--- config.mk ---
export PLATFORM = sky130hd
export DESIGN_NAME = decoder_grant_arbiter
export DESIGN_NICKNAME = d
export VERILOG_FILES = /design/src/rtl/decoder_grant_arbiter.sv
export SDC_FILE = /design/constraint.sdc
export NUM_CORES = 1
export LEC_CHECK = 0
export CAP_MARGIN = 20
export CELL_PAD_IN_SITES_DETAIL_PLACEMENT = 1
export CELL_PAD_IN_SITES_GLOBAL_PLACEMENT = 1
export CORE_MARGIN = 2
export CORE_UTILIZATION = 35
export CTS_BUF_LIST = sky130_fd_sc_hd__clkbuf_4
export DETAILED_ROUTE_END_ITERATION = 16
export GPL_TIMING_DRIVEN = 0
export PLACE_DENSITY = 0.64
export RECOVER_POWER = 25
export SYNTH_ARGS = -nofsm -noshare
export SYNTH_HDL_FRONTEND = slang
export SYNTH_SLANG_ARGS = --single-unit
--- constraint.sdc ---
create_clock -name clk -period 11 [get_ports clk]
set_input_delay 1.1 -clock clk [delete_from_list [all_inputs] [get_ports clk]]
set_output_delay 1.1 -clock clk [all_outputs]
set_load 0.01 [all_outputs]
--- src/rtl/decoder_grant_arbiter.sv ---
// decoder_grant_arbiter: round-robin arbiter granting a 4-to-16 decoded resource with done/drop/watchdog release
module decoder_grant_arbiter #(
   parameter int N       = 16,
   parameter int IDX_W   = 4,
   parameter int TIMEOUT = 255,
   parameter int TMR_W   = 8
) (
   input  logic             clk,
   input  logic             rst,
   input  logic [N-1:0]     req,
   input  logic             done,
   output logic [N-1:0]     grant,
   output logic [IDX_W-1:0] grant_idx,
   output logic             grant_valid,
   output logic             timeout
);
   typedef enum logic {IDLE, BUSY} state_t;
   state_t           state, state_nx;
   logic [IDX_W-1:0] ptr, ptr_nx, idx_nx, win;
   logic [TMR_W-1:0] timer, timer_nx;
   logic [N-1:0]     grant_nx;
   logic             valid_nx, to_nx, any, rel_a, rel_b, rel_c;
   assign any   = |req;
   assign rel_a = done;
   assign rel_b = !req[grant_idx];
   assign rel_c = (TIMEOUT != 0) && (timer == TMR_W'(TIMEOUT - 1));
   // descending scan so the lowest offset from ptr wins, wrapping modulo N
   always_comb begin
      win = '0;
      for (int i = N - 1; i >= 0; i--)
         if (req[ptr + IDX_W'(i)]) win = ptr + IDX_W'(i);
   end
   always_comb begin
      state_nx = state;
      ptr_nx   = ptr;
      idx_nx   = grant_idx;
      timer_nx = timer;
      grant_nx = grant;
      valid_nx = grant_valid;
      to_nx    = 1'b0;
      if (state == IDLE) begin
         if (any) begin
            state_nx      = BUSY;
            idx_nx        = win;
            grant_nx      = '0;
            grant_nx[win] = 1'b1;
            valid_nx      = 1'b1;
            timer_nx      = '0;
         end
      end else begin
         timer_nx = timer + 1'b1;
         if (rel_a || rel_b || rel_c) begin
            state_nx = IDLE;
            grant_nx = '0;
            valid_nx = 1'b0;
            ptr_nx   = grant_idx + 1'b1;
            to_nx    = rel_c && !rel_a && !rel_b;
         end
      end
   end
   always_ff @(posedge clk or posedge rst) begin
      if (rst) begin
         state       <= IDLE;
         ptr         <= '0;
         timer       <= '0;
         grant       <= '0;
         grant_idx   <= '0;
         grant_valid <= 1'b0;
         timeout     <= 1'b0;
      end else begin
         state       <= state_nx;
         ptr         <= ptr_nx;
         timer       <= timer_nx;
         grant       <= grant_nx;
         grant_idx   <= idx_nx;
         grant_valid <= valid_nx;
         timeout     <= to_nx;
      end
   end
endmodule

Word level (Yosys, flattened, before mapping)
Cells that the tools add are included.
Widths: inputs -> output; s select.
Operators by class
  add/subtract/negate cells: 17
  magnitude comparators: 19
  eq/ne operators: 2
  muxes and demuxes: 65
  bitwise operators: 1
  reduce and logical (&&, ||, !) cells: 12
Operators with widths (number)
  $lt 4x5->1 const B: 18
  $bmux 1 s4: 17
  $mux 4: 16
  $mux 16: 3
  $add 4x4->4 const B: 8
  $mux 1: 26
  $add 4x3->4 const B: 4
  $mux 8: 2
  $reduce_or 16->1: 1
  $add 4x1->4 const B: 2
  $add 4x2->4 const B: 2
  $add 8x1->8 const B: 1
  $eq 8x8->1 const B: 1
  $reduce_and 2->1: 3
  $demux 1 s4: 1
  $ge 4x1->1 const B: 1
  $logic_and 1x1->1: 3
  $logic_not 1->1: 2
  $logic_or 1x1->1: 2
  $ne 2x1->1 const B: 1
  $reduce_bool 2->1: 1
  $not 1->1: 1
Word-level totals
  bits in registers: 35
  logic and storage cells: 123

Logic depth before layout (Yosys ltp)
  depth in word-level cells: 25
  gate-level depth with buffers: 17
  mapped depth without buffers: 11

Worst setup path after synthesis
No wires, ideal clock.
  path kind: flip-flop to flip-flop
  start: reg ptr[1]
  end: reg grant[11]
  data arrival time: 4.470 ns
  setup slack: 6.409 ns
  stages on the path, launching flop included: 16
  path buffers: 6
  clock period less this slack: 4.591 ns
  cells stage by stage: dfrtp_1 -> buf_2 -> buf_4 -> buf_1 -> inv_1 -> ha_1 -> buf_2 -> buf_6 -> mux4_2 -> mux4_2 -> or3_1 -> or3_1 -> a31o_1 -> or2_1 -> buf_6 -> a32o_1
Between the ends
  cells in the longest elaborated chain, start to end: 25
  elaborated cells between the ends (all ways): 70
  classes of those cells: add/sub: 15; order compare: 2; mux: 52; reduce/logical: 1
Ends and longest elaborated chain
  start: declaration: RTL line 19  | logic [IDX_W-1:0] ptr, ptr_nx, idx_nx, win;
  start signal: assignment: RTL line 72  | ptr <= ptr_nx;
  $add 4x4->4: RTL line 31  | if (req[ptr + IDX_W'(i)]) win = ptr + IDX_W'(i);
  $bmux 1 s4: RTL line 31
  $mux 1 (not written as such): RTL line 31
  $mux 4 (15 in a row): RTL line 31
  $mux 4 (*): RTL line 31
  $lt 4x5->1 (not written as such) / $ge 4x1->1 (equally long branches): RTL line 46  | grant_nx[win] = 1'b1;
  $logic_and 1x1->1 (not written as such): RTL line 46
  $mux 1 (not written as such): RTL line 46
  $demux 1 s4 (*): RTL line 46
  $mux 16 (*): RTL line 42  | if (any) begin
  $mux 16 (*): RTL line 41  | if (state == IDLE) begin
  end signal: assignment: RTL line 74  | grant <= grant_nx;
  end: declaration: RTL line 12  | output logic [N-1:0] grant,
Mark *: on every way between the ends. The rest lies on a longest branch, timed or not. The select of a mux whose other input is x is not followed.
A chain may end at the register's enable or synchronous reset.

Worst setup path after layout
  start: reg ptr[1]
  end: reg grant[8]
Same word-level chain as after synthesis.

==> impl_metrics.tcl <==
set metrics [dict create \
    status "complete, no violations" \
    ys_warn_count 0 \
    nets 497 \
    hold_viol 0 \
    synth_edf_count 0 \
    diodes 0 \
    grt.overflow.total 0 \
    syn_nets 448 \
    routed_wl_um 13000 \
    cap_violations 0 \
    synth_most_common_cell "nand2_1" \
    postCtsSetupRepairBufs 0 \
    slew_headroom_pct 15.86 \
    cts_inserted_buffers 5 \
    ys_seq_area_share_pct 22.84 \
    syn_avg_cell_area_um2 9.153 \
    synth_common_cells "nand2_1, dfrtp_1, mux2i_1, nor2_1, mux4_2" \
    dpl.hpwl_um 10120 \
    clock.fmax_mhz 177.1 \
    multi_input_area_um2 2801 \
    cts_sinks 35 \
    num-fill-cells 1299 \
    num_io_pins 41 \
    path_class "reg -> reg" \
    hold_class "reg -> reg" \
    ant_nets 0 \
    clock_path_buffers 2 \
    antenna_found_initial 0 \
    grt_pass1_vias 3880 \
    maxSlewViolCount 0 \
    yosys_most_used_dff "dfrtp_1" \
    rows 38 \
    grt_max_degree 25 \
    worst_pin_slew_ns 1.262 \
    crit_path_end_kind "flop" \
    synth_seq_cells 35 \
    track_usage_pct 22.75 \
    dieArea_um2 11810 \
    die_h_um 108.7 \
    vias 3807 \
    first_iter_violations 261 \
    async_reset_ff_share_pct 100.0 \
    ctsResizeCount 0 \
    wire_per_inst_um 21.38 \
    synth_area_leaders "dfrtp_1, mux4_2, mux2i_1" \
    core-area_um2 10750 \
    seq_area_um2 875.8 \
    dr.pass1.iters 4 \
    portBuffers 40 \
    yosys.cell_types.count 59 \
    fin_ws_ns 5.353 \
    finalSetupTns_ns 0 \
    cts_tree "done" \
    drive_above_1_share_pct 13.46 \
    synth_top_area_share_pct 22.84 \
    worst_hold_slack_ns 0.4833 \
    crit_arrival_ns 5.89 \
    critPathLaunchType "flop" \
    post-route-period-util_pct 51.33 \
    rsz0062_at_grt "no" \
    fin_skew_ns 0.01022 \
    initial_utilization_pct 35.69 \
    viasPerCell 6.262 \
    crit_fanout 10 \
    yosys.area.top_type "dfrtp_1" \
    clock-root-buffer "clkbuf_4" \
    synth_area_um2 3835 \
    h-tree-depth 2 \
    die_x_um 108.7 \
    fin_crit_ns 5.647 \
    setup-violations-final 0 \
    clk_pin_slew_ns 0.11 \
    clk_latency_ns 0.34 \
    required_ns 11.24 \
    syn2layout_area_growth_pct 16.44 \
    routabilityCongestion 0.9248 \
    cts_hold_buf 0 \
    dpl_worst_slack_ns 5.403 \
    drcViolationCount 0 \
    grt_pass1_wl_um 20940 \
    syn_inst 419 \
]
state kept, by name, indices dropped and copies added (netlist names):
signal / cells
grant: 16
grant_idx: 4
grant_valid: 1
ptr: 4
state: 1
timeout: 1
timer: 8
routing by layer:
layer  routed length, µm  GRT usage, %
met5                   0             0
met4                 216         4.487
met3                 625         3.347
met2                6215         37.32
met1                5941         32.03
placed cells by master (no fill, tap or decap), types with 4 or more instances in the layout:
master           instances
a2111oi_0                8
a21oi_1                 18
a22o_1                   4
a31oi_1                  4
and2_1                   5
buf_2                    8
clkbuf_1                 8
clkbuf_4                 5
clkdlybuf4s50_1         39
dfrtp_1                 35
ha_1                    10
inv_1                    7
mux2_2                  10
mux2i_1                 29
mux4_2                  28
nand2_1                 50
nand3_1                 10
nand4_1                  5
nor2_1                  29
nor2b_1                  9
nor3_1                   9
nor4_1                  12
o211ai_1                 4
o21ai_0                 23
o22ai_1                  5
o31ai_1                 17
xnor2_1                  8
xor2_1                  10
worst max-delay path, cell delays in order (launching register included):
cell and delay (ns):
dfrtp_1 0.45, buf_2 0.23, buf_4 0.23, buf_1 0.50
inv_1 0.41, ha_1 0.42, buf_2 0.21, buf_6 0.20
mux4_2 0.59, mux2i_1 0.44, nor2_1 0.12, a2111o_1 0.45
nor4b_1 0.33, a21oi_1 0.22, nand2b_1 0.23, or2_1 0.28
o31ai_1 0.25
worst paths after layout:
kind | slack [ns] | to | cells after the start | start
max in group asynchronous | 8.29 | ptr[3]$_DFFE_PP0P_ | 3 | rst
max | 5.35 | grant[8]$_DFFE_PP0P_ | 16 | ptr[1]$_DFFE_PP0P_
min reg2reg | 0.48 | grant[1]$_DFFE_PP0P_ | 2 | grant[1]$_DFFE_PP0P_
min | 0.48 | grant[1]$_DFFE_PP0P_ | 2 | grant[1]$_DFFE_PP0P_
min in group asynchronous | 1.20 | grant_idx[0]$_DFFE_PP0P_ | 2 | rst
max reg2reg | 5.35 | grant[8]$_DFFE_PP0P_ | 16 | ptr[1]$_DFFE_PP0P_
per-stage QoR:
| step | util, % | cell area [µm²] | std cells |
|---|---|---|---|
| after floorplan | - | 3835 | 419 |
| after global placement | 41.05 | 4410 | 599 |
| after detailed placement | 41.30 | 4438 | 600 |
| after CTS | 41.73 | 4484 | 607 |
| after global routing | 41.56 | 4466 | 608 |
| final | 41.56 | 4466 | 608 |
final cells by class:
type / count / share of cell area (%)
Multi-Input combinational cell: 353 / 62.73
Inverter: 9 / 0.7565
Clock buffer: 5 / 0.8406
Buffer: 22 / 2.774
Sequential cell: 35 / 19.61
Tap cell: 140 / 3.923
Clock inverter: 2 / 0.1961
Timing Repair Buffer: 42 / 9.162
cells by family after synthesis:
kind of cell    synth area share, %
mux                           26.95
xor+xnor                      4.111
buf+inv                       4.111
flops                         22.84
simple gates                  18.53
compound gates                20.20
fa+ha+maj                     3.263
Power is not shown: default switching activity piles up to over one toggle a cycle in this logic, so the estimate is an artifact.
